File: config.mk
export PLATFORM = sky130hd
export DESIGN_NAME = mem_arb_flat
export DESIGN_NICKNAME = d
export VERILOG_FILES = /design/src/rtl/mem_arb_if.sv /design/src/rtl/mem_arb.sv /design/src/flat_wrapper.sv
export SDC_FILE = /design/constraint.sdc
export NUM_CORES = 1
export LEC_CHECK = 0
export BUFFER_PORTS_ARGS = -buffer_cell sky130_fd_sc_hd__buf_2
export CORE_MARGIN = 3
export CORE_UTILIZATION = 35
export CTS_CLUSTER_DIAMETER = 50
export CTS_CLUSTER_SIZE = 40
export DETAILED_ROUTE_END_ITERATION = 16
export GPL_TIMING_DRIVEN = 0
export PLACE_DENSITY = 0.82
export SYNTH_ARGS = -nofsm -noshare
export SYNTH_HDL_FRONTEND = slang
export SYNTH_SLANG_ARGS = --single-unit
File: constraint.sdc
create_clock -name clk -period 2.5 [get_ports clk]
set_input_delay 0.125 -clock clk [delete_from_list [all_inputs] [get_ports clk]]
set_output_delay 0.125 -clock clk [all_outputs]
set_load 0.01 [all_outputs]
File: src/rtl/mem_arb_if.sv
// Bus bundle between the two requesters, the arbiter and the synchronous memory.
// LOCK0/LOCK1 exist only when MEM_ARB_LOCK_EN is defined.
interface mem_arb_if #(
  parameter int DBITS = 16
);
  logic             req0;
  logic             req1;
  logic             we0;
  logic             we1;
  logic [DBITS-1:0] addr0;
  logic [DBITS-1:0] addr1;
  logic [DBITS-1:0] din0;
  logic [DBITS-1:0] din1;
  logic             gnt0;
  logic             gnt1;
  logic             rvalid0;
  logic             rvalid1;
  logic [DBITS-1:0] rdata;
  logic [DBITS-1:0] maddr;
  logic [DBITS-1:0] mdin;
  logic             mwe;
  logic [DBITS-1:0] mdout;
`ifdef MEM_ARB_LOCK_EN
  logic             lock0;
  logic             lock1;

  modport master (
    output req0, req1, we0, we1, addr0, addr1, din0, din1, lock0, lock1, mdout,
    input  gnt0, gnt1, rvalid0, rvalid1, rdata, maddr, mdin, mwe
  );

  modport slave (
    input  req0, req1, we0, we1, addr0, addr1, din0, din1, lock0, lock1, mdout,
    output gnt0, gnt1, rvalid0, rvalid1, rdata, maddr, mdin, mwe
  );
`else
  modport master (
    output req0, req1, we0, we1, addr0, addr1, din0, din1, mdout,
    input  gnt0, gnt1, rvalid0, rvalid1, rdata, maddr, mdin, mwe
  );

  modport slave (
    input  req0, req1, we0, we1, addr0, addr1, din0, din1, mdout,
    output gnt0, gnt1, rvalid0, rvalid1, rdata, maddr, mdin, mwe
  );
`endif
endinterface

File: src/rtl/mem_arb.sv
// Two-port round-robin arbiter in front of a single synchronous memory (1-cycle read).
// Optional grant locking with a MAXLOCK run limit is compiled in by MEM_ARB_LOCK_EN.
module mem_arb #(
  parameter int DBITS   = 16,
  parameter int MAXLOCK = 4
) (
  input  logic     clk,
  input  logic     rst_n,
  mem_arb_if.slave bus
);

  typedef enum logic [1:0] {IDLE, OWN0, OWN1} state_e;

  state_e           state_q, state_d;
  logic             last_q, last_d;
  logic             rd_q, rd_d;
  logic [DBITS-1:0] maddr_q, maddr_d;
  logic [DBITS-1:0] mdin_q, mdin_d;
  logic             gnt0, gnt1;
  logic             hold0, hold1;

  // MAXLOCK below 1 is meaningless; this empty block only anchors the parameter.
  if (MAXLOCK < 1) begin : g_maxlock_invalid
  end

`ifdef MEM_ARB_LOCK_EN
  localparam int            CW   = $clog2(MAXLOCK + 1);
  localparam logic [CW-1:0] MAXC = CW'(MAXLOCK);

  logic [CW-1:0] cnt_q, cnt_d;
  logic          gnt_lock;
  logic          same_owner;

  // A nonzero count means the owner's previous grant was locked.
  assign hold0 = (state_q == OWN0) && (cnt_q != '0) && (cnt_q != MAXC) && bus.req0;
  assign hold1 = (state_q == OWN1) && (cnt_q != '0) && (cnt_q != MAXC) && bus.req1;

  assign gnt_lock   = (gnt0 && bus.lock0) || (gnt1 && bus.lock1);
  assign same_owner = (gnt0 && state_q == OWN0) || (gnt1 && state_q == OWN1);

  always_comb begin
    cnt_d = '0;
    if (gnt_lock) begin
      if (!same_owner)
        cnt_d = CW'(1);
      else if (cnt_q == MAXC)
        cnt_d = '0;
      else
        cnt_d = cnt_q + CW'(1);
    end
  end

  always_ff @(posedge clk or negedge rst_n) begin
    if (!rst_n)
      cnt_q <= '0;
    else
      cnt_q <= cnt_d;
  end
`else
  assign hold0 = 1'b0;
  assign hold1 = 1'b0;
`endif

  always_comb begin
    gnt0 = 1'b0;
    gnt1 = 1'b0;
    if (rst_n) begin
      if (hold0) begin
        gnt0 = 1'b1;
      end else if (hold1) begin
        gnt1 = 1'b1;
      end else if (bus.req0 && bus.req1) begin
        gnt0 = last_q;
        gnt1 = !last_q;
      end else begin
        gnt0 = bus.req0;
        gnt1 = bus.req1;
      end
    end
  end

  always_comb begin
    state_d = IDLE;
    last_d  = last_q;
    rd_d    = 1'b0;
    maddr_d = maddr_q;
    mdin_d  = mdin_q;
    if (gnt0) begin
      state_d = OWN0;
      last_d  = 1'b0;
      rd_d    = !bus.we0;
      maddr_d = bus.addr0;
      mdin_d  = bus.din0;
    end else if (gnt1) begin
      state_d = OWN1;
      last_d  = 1'b1;
      rd_d    = !bus.we1;
      maddr_d = bus.addr1;
      mdin_d  = bus.din1;
    end
  end

  always_ff @(posedge clk or negedge rst_n) begin
    if (!rst_n) begin
      state_q <= IDLE;
      last_q  <= 1'b1;
      rd_q    <= 1'b0;
      maddr_q <= '0;
      mdin_q  <= '0;
    end else begin
      state_q <= state_d;
      last_q  <= last_d;
      rd_q    <= rd_d;
      maddr_q <= maddr_d;
      mdin_q  <= mdin_d;
    end
  end

  assign bus.gnt0    = gnt0;
  assign bus.gnt1    = gnt1;
  assign bus.mwe     = (gnt0 && bus.we0) || (gnt1 && bus.we1);
  assign bus.maddr   = maddr_d;
  assign bus.mdin    = mdin_d;
  // The memory answers one cycle after the address, so RDATA is a straight pass-through.
  assign bus.rdata   = bus.mdout;
  assign bus.rvalid0 = (state_q == OWN0) && rd_q;
  assign bus.rvalid1 = (state_q == OWN1) && rd_q;

endmodule

File: src/flat_wrapper.sv
// flat-port wrapper written by rule: the top's interface ports become plain ports
module mem_arb_flat 
#(
  parameter int DBITS   = 16,
  parameter int MAXLOCK = 4
)
  (clk, rst_n, bus_req0, bus_req1, bus_we0, bus_we1, bus_addr0, bus_addr1, bus_din0, bus_din1, bus_mdout, bus_gnt0, bus_gnt1, bus_rvalid0, bus_rvalid1, bus_rdata, bus_maddr, bus_mdin, bus_mwe);
  mem_arb_if #(.DBITS(DBITS)) bus_i ();
  input  logic clk;
  input  logic rst_n;
  input wire logic [$bits(bus_i.req0)-1:0] bus_req0;
  input wire logic [$bits(bus_i.req1)-1:0] bus_req1;
  input wire logic [$bits(bus_i.we0)-1:0] bus_we0;
  input wire logic [$bits(bus_i.we1)-1:0] bus_we1;
  input wire logic [$bits(bus_i.addr0)-1:0] bus_addr0;
  input wire logic [$bits(bus_i.addr1)-1:0] bus_addr1;
  input wire logic [$bits(bus_i.din0)-1:0] bus_din0;
  input wire logic [$bits(bus_i.din1)-1:0] bus_din1;
  input wire logic [$bits(bus_i.mdout)-1:0] bus_mdout;
  output wire logic [$bits(bus_i.gnt0)-1:0] bus_gnt0;
  output wire logic [$bits(bus_i.gnt1)-1:0] bus_gnt1;
  output wire logic [$bits(bus_i.rvalid0)-1:0] bus_rvalid0;
  output wire logic [$bits(bus_i.rvalid1)-1:0] bus_rvalid1;
  output wire logic [$bits(bus_i.rdata)-1:0] bus_rdata;
  output wire logic [$bits(bus_i.maddr)-1:0] bus_maddr;
  output wire logic [$bits(bus_i.mdin)-1:0] bus_mdin;
  output wire logic [$bits(bus_i.mwe)-1:0] bus_mwe;
  assign bus_i.req0 = bus_req0;
  assign bus_i.req1 = bus_req1;
  assign bus_i.we0 = bus_we0;
  assign bus_i.we1 = bus_we1;
  assign bus_i.addr0 = bus_addr0;
  assign bus_i.addr1 = bus_addr1;
  assign bus_i.din0 = bus_din0;
  assign bus_i.din1 = bus_din1;
  assign bus_i.mdout = bus_mdout;
  assign bus_gnt0 = bus_i.gnt0;
  assign bus_gnt1 = bus_i.gnt1;
  assign bus_rvalid0 = bus_i.rvalid0;
  assign bus_rvalid1 = bus_i.rvalid1;
  assign bus_rdata = bus_i.rdata;
  assign bus_maddr = bus_i.maddr;
  assign bus_mdin = bus_i.mdin;
  assign bus_mwe = bus_i.mwe;
  mem_arb #(.DBITS(DBITS), .MAXLOCK(MAXLOCK)) u_core (.clk(clk), .rst_n(rst_n), .bus(bus_i));
endmodule
Yosys cells after proc, flatten, opt, wreduce, memory -nomap -nowiden
Index checks and enable logic that the tools add are counted.

Input bits: 86. Logic and storage cells: 31. Register bits: 36. Output and inout bits: 53.

Mux-type cells: 14. Eq/ne operators: 2. Reduce and logical (&&, ||, !) cells: 10.

Operator list (number): $mux W16 (4); $mux W1 (8); $logic_and A1 B1 Y1 (5); $mux W2 (2); $logic_not A1 Y1 (3); $eq A2 B1 Y1 const B (1); $eq A2 B2 Y1 const B (1); $reduce_bool A2 Y1 (1); $logic_or A1 B1 Y1 (1).

Depth between registers and ports, before layout
Depth in word-level cells: 5. Mapped depth: 4. Gate-level depth less buffers: 3.

Least setup slack after synthesis
No wires, ideal clock.

Path kind: reg-to-output. Start: register u_core.last_q. End: output bus_mdin[10]. Arrival: 1.215 ns. Slack: 1.160 ns. Buffers on the path: 1. Cell stages (with the launch flop): 5. Data required time: 2.375 ns. Cells stage by stage: dfstp_2 -> inv_1 -> a21oi_4 -> buf_6 -> a221o_1.

Elaborated cells on any way between the ends: 7. Classes of those cells: mux: 6; reduce/logical: 1.

RTL lines: start: declaration (line mem_arb.sv:15) `logic last_q, last_d;`; start signal: assignment (line mem_arb.sv:112) `last_q <= last_d;`; $mux W1 (line mem_arb.sv:72) `end else if (bus.req0 && bus.req1) begin`; $mux W1 (line mem_arb.sv:67) `if (rst_n) begin`; net bus_gnt0 (line flat_wrapper.sv:20) `output wire logic [$bits(bus_i.gnt0)-1:0] bus_gnt0;`; $mux W16 (line mem_arb.sv:88) `if (gnt0) begin`; end: declaration (line flat_wrapper.sv:26) `output wire logic [$bits(bus_i.mdin)-1:0] bus_mdin;`.

The timed path passes the listed nets, and every way through them passes these cells.

Worst setup path after layout
Start: input rst_n. End: output bus_maddr[10].

Cells in the longest elaborated chain, start to end: 3. Elaborated cells on any way between the ends: 4. Classes of those cells: mux: 4.

RTL lines: start: declaration (line flat_wrapper.sv:10) `input logic rst_n;`; $mux W1 (line mem_arb.sv:67); $mux W16 (line mem_arb.sv:94) `end else if (gnt1) begin`; $mux W16 (*) (line mem_arb.sv:88); end: declaration (line flat_wrapper.sv:25) `output wire logic [$bits(bus_i.maddr)-1:0] bus_maddr;`.

Mark *: on every way between the ends. The rest lies on a longest branch, timed or not.

==> metrics.txt <==
run status completed; WL/cell 13.9 um; FF-to-FF Start u_core.last_q; leakage 0.00137 uW; clock skew 5.86 ps; CTS max path bufs 2; n_diodes 0; Mapped Nets 226; total power 1630 uW; vias in the first global route 1674; CTS tree built; first-pass GRT wire length 7960 um; post-DR vias/cell 4.77; Cell Area, Synth 1760 sq um; commonest non-fill, non-tap cell in the layout buf_2; number of gates resized after CTS 0; minimum clock period after layout 1920 ps; CTS root buf clkbuf_8; Synth Instances 140; hold wc startpoint bus_din0[12]; Max VDD drop 0.397 mV; worst hold path type input pin to flop; post-DP HPWL 3550 um; worst hold endpoint u_core.mdin_q[12]; Crit path required time 2380 ps; Distinct cells, synth 17; largest fanout on the critical path 10; Yosys reg bits 36; Cells after DPL 329; Worst Setup End Kind output pin; top cells by area, synth dfrtp_1, a221o_1, and2_0; setup TNS 0 ps; Fin. Hold Viols 0; Final period util 77.0%; Psw 445 uW; share of cells above drive strength 1 60.7%; WL final 4710 um; die width 76.9 um; Max Cap Viol 0; DRT iter0 DRCs 56; slew at the pin closest to its max-slew limit 348 ps; CTS buffer count 5; Core Util, Final 54.2%; Core ar. 4790 sq um; RD Place Congestion 0.707; postcts setup bufs 0; Net Sw Frac 27.2%; drc violations 0; slew margin rel. 76.7%; Syn. warnings 0; Hold Path Depth 2; Clk pwr share 30.9%; Layout area overhead 47.5%; fill cell count 436; R2R depth 4; Yosys top cell area share 49.8%; Clk Latency, worst-skew pair 280 ps; final global-route overflow total 0; final slew viol count 0; total number of vias 1618; Power per Cell Area 630 nW/um^2; reg-to-reg endpoint u_core.maddr_q[10]; largest net degree at the start of global routing 36; Avg Cell Area, Syn 12.6 sq um; Layout Cells excl Fill 339; CP arrival 1800 ps; # IOs 139; largest area contributor in the netlist dfrtp_1; most frequent cells in the layout buf_2, dfrtp_1, a221o_1; Setup crit start kind input pin; # nets final 357; antenna-violating nets left 0; CP Launch Point rst_n; die area 5910 sq um; Final setup viols 0; antenna violations before repair 0; clock slew at reported path FFs 80 ps; post-synthesis sequential area ratio 51.3%; Initial Utilization 36.7%; clock sinks 36; Vert. Die Dim 76.9 um; achievable frequency 520 MHz; Comb pwr share 27.2%; RSZ-0062 raised after global routing false; reg-to-reg slack, setup 1080 ps; Reg power frac 42.0%; Total GRT Usage 16.8%; H-tree levels 2; internal power 1190 uW; Post-CTS Hold Buffers 2; critical path class input pin to output pin; Rows 25; router iterations before antenna repair 4; Port Buffers 122
## synth_stat cells
cell type	number
and3b_1	1
dfstp_2	1
nand2_2	1
dfrtp_1	35
inv_1	3
a21oi_1	1
a22o_1	2
nand2_1	2
buf_6	9
buf_4	16
a221o_1	32
and2_0	29
nor2_1	1
a21o_2	1
o21ai_2	1
and2_2	3
a21oi_4	2
## final cells by class
class                      instances  area [sq um]  share of cell area, %
sequential                        36           902                   34.8
timing repair buffer             124           641                   24.7
multi-input combinational         76           623                   24.0
buffer                            25           221                   8.54
tap                               67          83.8                   3.23
clock buffer                       5          68.8                   2.65
clock inverter                     3          42.5                   1.64
inverter                           3          11.3                  0.434
## critical path, stage by stage
cell	delay, ps
dlygate4sd3_1	520
buf_2	190
nand2_2	90
a21oi_4	310
buf_6	200
a221o_1	200
buf_2	150
## layer usage
metal	wire length [um]	vias to the layer above	GRT usage, %
met3	405	4	4.93
met5	0	-	0
met1	1940	761	21.7
met4	18	0	3.80
li1	-	764	-
met2	2350	89	27.8
## sequential cells by signal (all words and copies together) (netlist names)
name / count
u_core.last_q: 1
u_core.rd_q: 1
u_core.mdin_q: 16
u_core.state_q: 2
u_core.maddr_q: 16
## cell families (layout without fill, tap and decap cells)
group                  after synthesis  count (layout)  synth area share (%)
AOI/OAI and AO/OA                   39              39                  22.3
DFF                                 36              36                  51.3
and+or+nand+nor                     37              37                  13.1
buffers and inverters               28             160                  13.2
## stage by stage
stage / hold slack [ps] / setup slack, ps / instance area (sq um)
floorplan: -171 / 1160 / 1760
global placement: 270 / 480 / 2450
detailed placement: 281 / 452 / 2450
CTS: 79.3 / 588 / 2590
global route: 87.5 / 501 / 2590
finish: 84.0 / 576 / 2590
## worst max path at each step
stage                    endpoint  slack (ps)  cells past startpoint
CTS                 bus_maddr[10]         590                      5
global placement      bus_mdin[5]         480                      6
global route          bus_mdin[9]         500                      5
floorplan            bus_mdin[10]        1160                      4
finish              bus_maddr[10]         580                      7
detailed placement   bus_mdin[14]         450                      6
## power by group through the flow
stage	logic, uW	registers (uW)	clock network, uW
after floorplan	252	690	0
after global placement	432	692	0
after detailed placement	440	698	0
after CTS	449	687	516
after global routing	490	694	546
final	444	686	504
Note: power is estimated with default switching activity, not from simulation.
